<file path="config.mk">
export PLATFORM = sky130hd
export DESIGN_NAME = vx_tex_rsp_arb_flat
export DESIGN_NICKNAME = d
export VERILOG_FILES = /design/src/rtl/vx_tex_pkg.sv /design/src/rtl/vx_tex_rsp_arb_if.sv /design/src/rtl/vx_tex_skid_buf.sv /design/src/rtl/vx_tex_rsp_arb.sv /design/src/flat_wrapper.sv
export SDC_FILE = /design/constraint.sdc
export NUM_CORES = 1
export LEC_CHECK = 0
export BUFFER_PORTS_ARGS = -buffer_cell sky130_fd_sc_hd__buf_2
export CORE_AREA = 2 2 287 289
export DETAILED_ROUTE_END_ITERATION = 8
export DIE_AREA = 0 0 289 291
export GPL_TIMING_DRIVEN = 0
export PLACE_DENSITY = 0.5
export SETUP_SLACK_MARGIN = 0.1
export SYNTH_ARGS = -nofsm -noshare
export SYNTH_HDL_FRONTEND = slang
export SYNTH_HIERARCHICAL = 1
export SYNTH_SLANG_ARGS = --single-unit
</file>
<file path="constraint.sdc">
create_clock -name clk -period 3.1 [get_ports clk]
set_input_delay 0.62 -clock clk [delete_from_list [all_inputs] [get_ports clk]]
set_output_delay 0.62 -clock clk [all_outputs]
set_load 0.05 [all_outputs]
</file>
<file path="src/rtl/vx_tex_pkg.sv">
// Shared texture-path constants and the round-robin pick helper used by response arbiters.
package vx_tex_pkg;
  localparam int TEX_TEXEL_BITS = 32;
  localparam int TEX_MAX_REQS   = 32;

  // Returns the first requesting index at or after ptr (wrapping modulo n), or -1 if none.
  function automatic int rr_pick(input logic [TEX_MAX_REQS-1:0] req, input int ptr, input int n);
    int idx;
    int win;
    win = -1;
    for (int i = TEX_MAX_REQS - 1; i >= 0; i--) begin
      if (i < n) begin
        idx = ptr + i;
        if (idx >= n) idx = idx - n;
        if (req[idx[$clog2(TEX_MAX_REQS)-1:0]]) win = idx;
      end
    end
    return win;
  endfunction
endpackage

</file>
<file path="src/rtl/vx_tex_rsp_arb_if.sv">
// Multi-source texture response bundle in, single merged response out.
interface vx_tex_rsp_arb_if
  import vx_tex_pkg::*;
#(
  parameter int NUM_REQS  = 4,
  parameter int NUM_LANES = 4,
  parameter int TAG_WIDTH = 16
) ();
  localparam int SEL_BITS  = (NUM_REQS > 1) ? $clog2(NUM_REQS) : 0;
  localparam int TAG_OUT_W = TAG_WIDTH + SEL_BITS;

  logic [NUM_REQS-1:0]                                  rsp_valid_in;
  logic [NUM_REQS-1:0][NUM_LANES-1:0][TEX_TEXEL_BITS-1:0] rsp_texels_in;
  logic [NUM_REQS-1:0][TAG_WIDTH-1:0]                   rsp_tag_in;
  logic [NUM_REQS-1:0]                                  rsp_ready_in;
  logic                                                 rsp_valid_out;
  logic [NUM_LANES-1:0][TEX_TEXEL_BITS-1:0]             rsp_texels_out;
  logic [TAG_OUT_W-1:0]                                 rsp_tag_out;
  logic                                                 rsp_ready_out;

  modport master (
    output rsp_valid_in, rsp_texels_in, rsp_tag_in, rsp_ready_out,
    input  rsp_ready_in, rsp_valid_out, rsp_texels_out, rsp_tag_out
  );
  modport slave (
    input  rsp_valid_in, rsp_texels_in, rsp_tag_in, rsp_ready_out,
    output rsp_ready_in, rsp_valid_out, rsp_texels_out, rsp_tag_out
  );
endinterface

</file>
<file path="src/rtl/vx_tex_skid_buf.sv">
// Two-entry elastic buffer (main + skid); input ready comes from a register, never from out_ready.
module vx_tex_skid_buf #(
  parameter int DATAW = 8
) (
  input  logic             clk,
  input  logic             reset,
  input  logic             in_valid,
  input  logic [DATAW-1:0] in_data,
  output logic             full,
  output logic             out_valid,
  output logic [DATAW-1:0] out_data,
  input  logic             out_ready
);
  logic             main_vld, skid_vld;
  logic [DATAW-1:0] main_q, skid_q;
  logic             in_fire, out_fire;

  assign in_fire   = in_valid & ~skid_vld;
  assign out_fire  = main_vld & out_ready;
  assign full      = skid_vld;
  assign out_valid = main_vld;
  assign out_data  = main_q;

  // Skid is only ever occupied while main is, so an empty main implies an empty skid.
  always_ff @(posedge clk or negedge reset) begin
    if (!reset) begin
      main_vld <= 1'b0;
      skid_vld <= 1'b0;
      main_q   <= '0;
      skid_q   <= '0;
    end else if (!main_vld || out_fire) begin
      if (skid_vld) begin
        main_q   <= skid_q;
        skid_vld <= 1'b0;
      end else if (in_fire) begin
        main_q <= in_data;
      end
      main_vld <= skid_vld | in_fire;
    end else if (in_fire) begin
      skid_q   <= in_data;
      skid_vld <= 1'b1;
    end
  end
endmodule

</file>
<file path="src/rtl/vx_tex_rsp_arb.sv">
// Round-robin merge of NUM_REQS texture response streams; winner index is prepended to the tag.
module vx_tex_rsp_arb
  import vx_tex_pkg::*;
#(
  parameter int NUM_REQS  = 4,
  parameter int NUM_LANES = 4,
  parameter int TAG_WIDTH = 16
) (
  input logic             clk,
  input logic             reset,
  vx_tex_rsp_arb_if.slave bus
);
  localparam int SEL_BITS  = (NUM_REQS > 1) ? $clog2(NUM_REQS) : 0;
  localparam int TAG_OUT_W = TAG_WIDTH + SEL_BITS;

  typedef struct packed {
    logic [NUM_LANES-1:0][TEX_TEXEL_BITS-1:0] texels;
    logic [TAG_OUT_W-1:0]                     tag;
  } tex_rsp_t;

  logic [NUM_REQS-1:0] grant;
  logic                in_valid, in_ready, in_fire, buf_full;
  tex_rsp_t            in_data, out_data;

  // Gating with reset keeps upstream from seeing ready while reset is held.
  assign in_ready         = ~buf_full & reset;
  assign in_valid         = |grant;
  assign in_fire          = in_valid & in_ready;
  assign bus.rsp_ready_in = grant & {NUM_REQS{in_ready}};

  generate
    if (NUM_REQS > 1) begin : g_arb
      logic [SEL_BITS-1:0] ptr, sel;
      int                  win;

      always_comb begin
        win   = rr_pick(TEX_MAX_REQS'(bus.rsp_valid_in), int'(ptr), NUM_REQS);
        sel   = '0;
        grant = '0;
        if (win >= 0) begin
          sel        = SEL_BITS'(win);
          grant[sel] = 1'b1;
        end
      end

      // Pointer only moves on an accepted transfer, so a stalled grant stays put.
      always_ff @(posedge clk or negedge reset) begin
        if (!reset)       ptr <= '0;
        else if (in_fire) ptr <= (sel == SEL_BITS'(NUM_REQS - 1)) ? '0 : sel + 1'b1;
      end

      assign in_data.tag    = {sel, bus.rsp_tag_in[sel]};
      assign in_data.texels = bus.rsp_texels_in[sel];
    end else begin : g_single
      assign grant          = bus.rsp_valid_in;
      assign in_data.tag    = bus.rsp_tag_in[0];
      assign in_data.texels = bus.rsp_texels_in[0];
    end
  endgenerate

  vx_tex_skid_buf #(.DATAW($bits(tex_rsp_t))) u_buf (
    .clk       (clk),
    .reset     (reset),
    .in_valid  (in_valid),
    .in_data   (in_data),
    .full      (buf_full),
    .out_valid (bus.rsp_valid_out),
    .out_data  (out_data),
    .out_ready (bus.rsp_ready_out)
  );

  assign bus.rsp_texels_out = out_data.texels;
  assign bus.rsp_tag_out    = out_data.tag;

`ifndef SYNTHESIS
  for (genvar i = 0; i < NUM_REQS; i++) begin : g_chk
    a_hold: assert property (@(posedge clk) disable iff (!reset)
      bus.rsp_valid_in[i] && !bus.rsp_ready_in[i] |=>
        bus.rsp_valid_in[i] && $stable(bus.rsp_tag_in[i]) && $stable(bus.rsp_texels_in[i]));
  end
`endif
endmodule

</file>
<file path="src/flat_wrapper.sv">
// flat-port wrapper written by rule: the top's interface ports become plain ports
module vx_tex_rsp_arb_flat import vx_tex_pkg::*;
#(
  parameter int NUM_REQS  = 4,
  parameter int NUM_LANES = 4,
  parameter int TAG_WIDTH = 16
)
  (clk, reset, bus_rsp_valid_in, bus_rsp_texels_in, bus_rsp_tag_in, bus_rsp_ready_out, bus_rsp_ready_in, bus_rsp_valid_out, bus_rsp_texels_out, bus_rsp_tag_out);
  vx_tex_rsp_arb_if #(.NUM_REQS(NUM_REQS), .NUM_LANES(NUM_LANES), .TAG_WIDTH(TAG_WIDTH)) bus_i ();
  input logic clk;
  input logic reset;
  input wire logic [$bits(bus_i.rsp_valid_in)-1:0] bus_rsp_valid_in;
  input wire logic [$bits(bus_i.rsp_texels_in)-1:0] bus_rsp_texels_in;
  input wire logic [$bits(bus_i.rsp_tag_in)-1:0] bus_rsp_tag_in;
  input wire logic [$bits(bus_i.rsp_ready_out)-1:0] bus_rsp_ready_out;
  output wire logic [$bits(bus_i.rsp_ready_in)-1:0] bus_rsp_ready_in;
  output wire logic [$bits(bus_i.rsp_valid_out)-1:0] bus_rsp_valid_out;
  output wire logic [$bits(bus_i.rsp_texels_out)-1:0] bus_rsp_texels_out;
  output wire logic [$bits(bus_i.rsp_tag_out)-1:0] bus_rsp_tag_out;
  assign bus_i.rsp_valid_in = bus_rsp_valid_in;
  assign bus_i.rsp_texels_in = bus_rsp_texels_in;
  assign bus_i.rsp_tag_in = bus_rsp_tag_in;
  assign bus_i.rsp_ready_out = bus_rsp_ready_out;
  assign bus_rsp_ready_in = bus_i.rsp_ready_in;
  assign bus_rsp_valid_out = bus_i.rsp_valid_out;
  assign bus_rsp_texels_out = bus_i.rsp_texels_out;
  assign bus_rsp_tag_out = bus_i.rsp_tag_out;
  vx_tex_rsp_arb #(.NUM_REQS(NUM_REQS), .NUM_LANES(NUM_LANES), .TAG_WIDTH(TAG_WIDTH)) u_core (.clk(clk), .reset(reset), .bus(bus_i));
endmodule
</file>
==> metrics.txt <==
io pins=734; Max clock buf depth=3; Worst path max stage delay=0.37 ns; commonest non-fill, non-tap cell in the layout=buf_2; library cells used by synthesis=41; worst reg2reg setup slack=-0.57 ns; crit path DAT=4.09 ns; critical-path cell list=buf_8 > clkinvlp_4 > ha_4 > mux2_4 > a22oi_2 > o211ai_1 > buf_4 > o2bb2ai_4 > buf_12 > buf_16 > clkbuf_16 > a221oi_4 > a31oi_4 > mux2_4 > mux2_2; crit path kind=reg -> reg; Cells after DPL=3316; CTS tree=yes; largest net degree at the start of global routing=107; total gr overflow=0; die area=84100 sq um; crit-path leading delay family=compound AO/OA/AOI/OAI gates; Seq/Total Area, Yosys=42.5%; RSZ-0062 raised after global routing=yes; Hold Crit Class=in -> async; die width=289 um; f_max=273 MHz; HPWL after DPL=62.6 mm; antenna viol nets, final=0; Root Buffer=clkbuf_16; Setup Skew=0.0151 ns; Worst-Skew Late Latency=0.55 ns; Hold Violations, Final=0; failing checks=negative setup slack; vias post-DR=16.0k; routed len/inst=24.1 um; drt pass-1 iters=5; CP dominant cell by count=mux2_4; most frequent cells in the layout=741 x buf_2, 294 x dfrtp_1, 281 x nand2_1; post-synthesis cell area=17400 sq um; YS warnings=6; Slew HR=47.9%; H-tree depth=2; RR Startpoint=u_core/g_arb.ptr[0]; minimum clock period=3.67 ns; Tcrit/Tclk final=118%; setup TNS=-87.51 ns; Synth top area share=42.5%; critical path peak fanout=8; cells on worst reg2reg path=15; cell at the slowest stage of the critical path=dfrtp_2; nets=2910; FF-to-FF End=u_core/u_buf/out_data[31]; register area=7410 sq um; initial antenna violation count=2; Row Count=105; core area=81200 sq um; Bufs and invs on worst path=6; status=finished with violations; #FFs+latches synth=296; Hold WS=0.0889 ns; crit end category=flip-flop; CTS clk-pin slew, worst paths=0.06 ns; total CTS buffers=38; Fillers=8312; DRT iter0 DRCs=710; # setup viols final=294; average size of a mapped cell=11.5 sq um; Sink Count=296; Tot GR Track Use=18.8%; Synth Net Count=2099; Startpoint Class=flip-flop; Placed Area=22800 sq um; Worst EP required=3.52 ns; final instance area=27000 sq um; vias in the first global route=16.5k; Slew Limit Fails=0; DRC=0; Hold-fix buffers, CTS=0; most area-hungry cell type in the Yosys netlist=dfrtp_1; Die Ht=291 um; synth top area cells=dfrtp_1 42%, mux2_1 16%, mux2_2 13%, nand2_1 6.2%, a221oi_2 5.6%; via/cell ratio=4.68; RePlAce Congestion=0.892; first-pass GRT wire length=115 mm; share of cells above drive strength 1=62.7%; Starting Density=21.5%; PortBufs=733; Post-Synthesis Cells=1511; final worst setup slack=-0.568 ns; synthesis-to-layout area growth=55.1%; final WL=82.4 mm; area of the multi-input gates=11400 sq um; max cap viols=0; Finished Layout Cells=3421; worst slew pin tran=0.781 ns
-- per-layer routing --
layer	GRT usage [%]	vias up	share of wire [%]	wire length, um
met5	0	-	0	0
met4	5.67	0	2.6	2180
met3	3.39	105	5.9	4860
met2	32.3	560	50	41000
met1	23.7	7976	42	34300
li1	-	7364	-	-
-- registers in the layout (all words and copies together) (netlist names) --
| signal | flops |
|---|---|
| u_core/u_buf/full | 1 |
| u_core/u_buf/skid_q | 146 |
| u_core/u_buf/out_data | 146 |
| u_core/u_buf/out_valid | 1 |
| u_core/g_arb.ptr | 2 |
-- synthesized netlist by cell type (all sizes together) --
library cell / n
a21boi: 1
a21o: 1
a21oi: 1
a221oi: 144
a22oi: 2
a2bb2oi: 1
a311o: 1
a31oi: 146
and2: 2
and3b: 1
buf: 100
clkbuf: 44
dfrtp: 296
ha: 5
inv: 5
mux2: 446
mux2i: 3
nand2: 290
nand2b: 2
nand3: 2
nand3b: 1
nand4bb: 1
nor2: 4
nor2b: 1
nor3: 1
nor3b: 3
o211ai: 1
o22ai: 1
o2bb2ai: 2
o31ai: 1
or2: 1
xnor2: 1
-- how the worst max path moves through the flow --
stage | from | end | slack, ns | cells after the start
6_report | u_core/g_arb.ptr[0] | u_core/u_buf/out_data[31] | -0.57 | 15
5_1_grt | u_core/g_arb.ptr[0] | u_core/u_buf/out_data[57] | -0.68 | 15
4_1_cts | u_core/g_arb.ptr[0] | u_core/u_buf/out_data[5] | -0.60 | 15
3_5_place_dp | u_core/g_arb.ptr[0] | u_core/u_buf/out_data[31] | -1.79 | 13
3_3_place_gp | reset | bus_rsp_ready_in[1] | -6.38 | 4
2_1_floorplan | u_core/g_arb.ptr[0] | u_core/u_buf/out_data[20] | -0.17 | 15
-- layout make-up --
type                       count  area share, %
clock inverter                11          0.421
buffer                       143           5.39
multi-input combinational   1066           42.1
antenna                        1        0.00926
inverter                       5          0.144
timing repair buffer         772           15.3
sequential                   296           27.4
clock buffer                  57           4.27
tap                         1070           4.95
-- timing repair --
action | 4_1_cts | 5_1_grt
setup buffers | 23 | 10
gates cloned | 3 | 2
pin swaps | 28 | 35
resized for setup | 296 | 163
setup endpoints to repair | 298 | 296
endpoints found under the hold margin | 0 | 0
-- cells by family (layout without fill, tap and decap cells) --
logic type               after synthesis  in the layout  share of synthesized area (%)
AO/OA/AOI/OAI                        302            302                           15.4
XOR/XNOR                               1              1                         0.0503
adder cells (fa/ha/maj)                5              5                          0.359
buffers and inverters                149            988                           5.63
flip-flops                           296            296                           42.5
multiplexers                         449            449                           29.0
other                                  0              1                              0
AND/OR/NAND/NOR                      309            309                           7.04
-- stage by stage --
step / setup slack (ns) / utilization, %
finish: -0.568 / 33.3
global route: -0.682 / 33.3
CTS: -0.600 / 32.0
detailed placement: -1.79 / 28.1
global placement: -6.38 / 28.0
floorplan: -0.173 / -
Power is not shown: default switching activity piles up to over one toggle a cycle in this logic, so the estimate is an artifact.
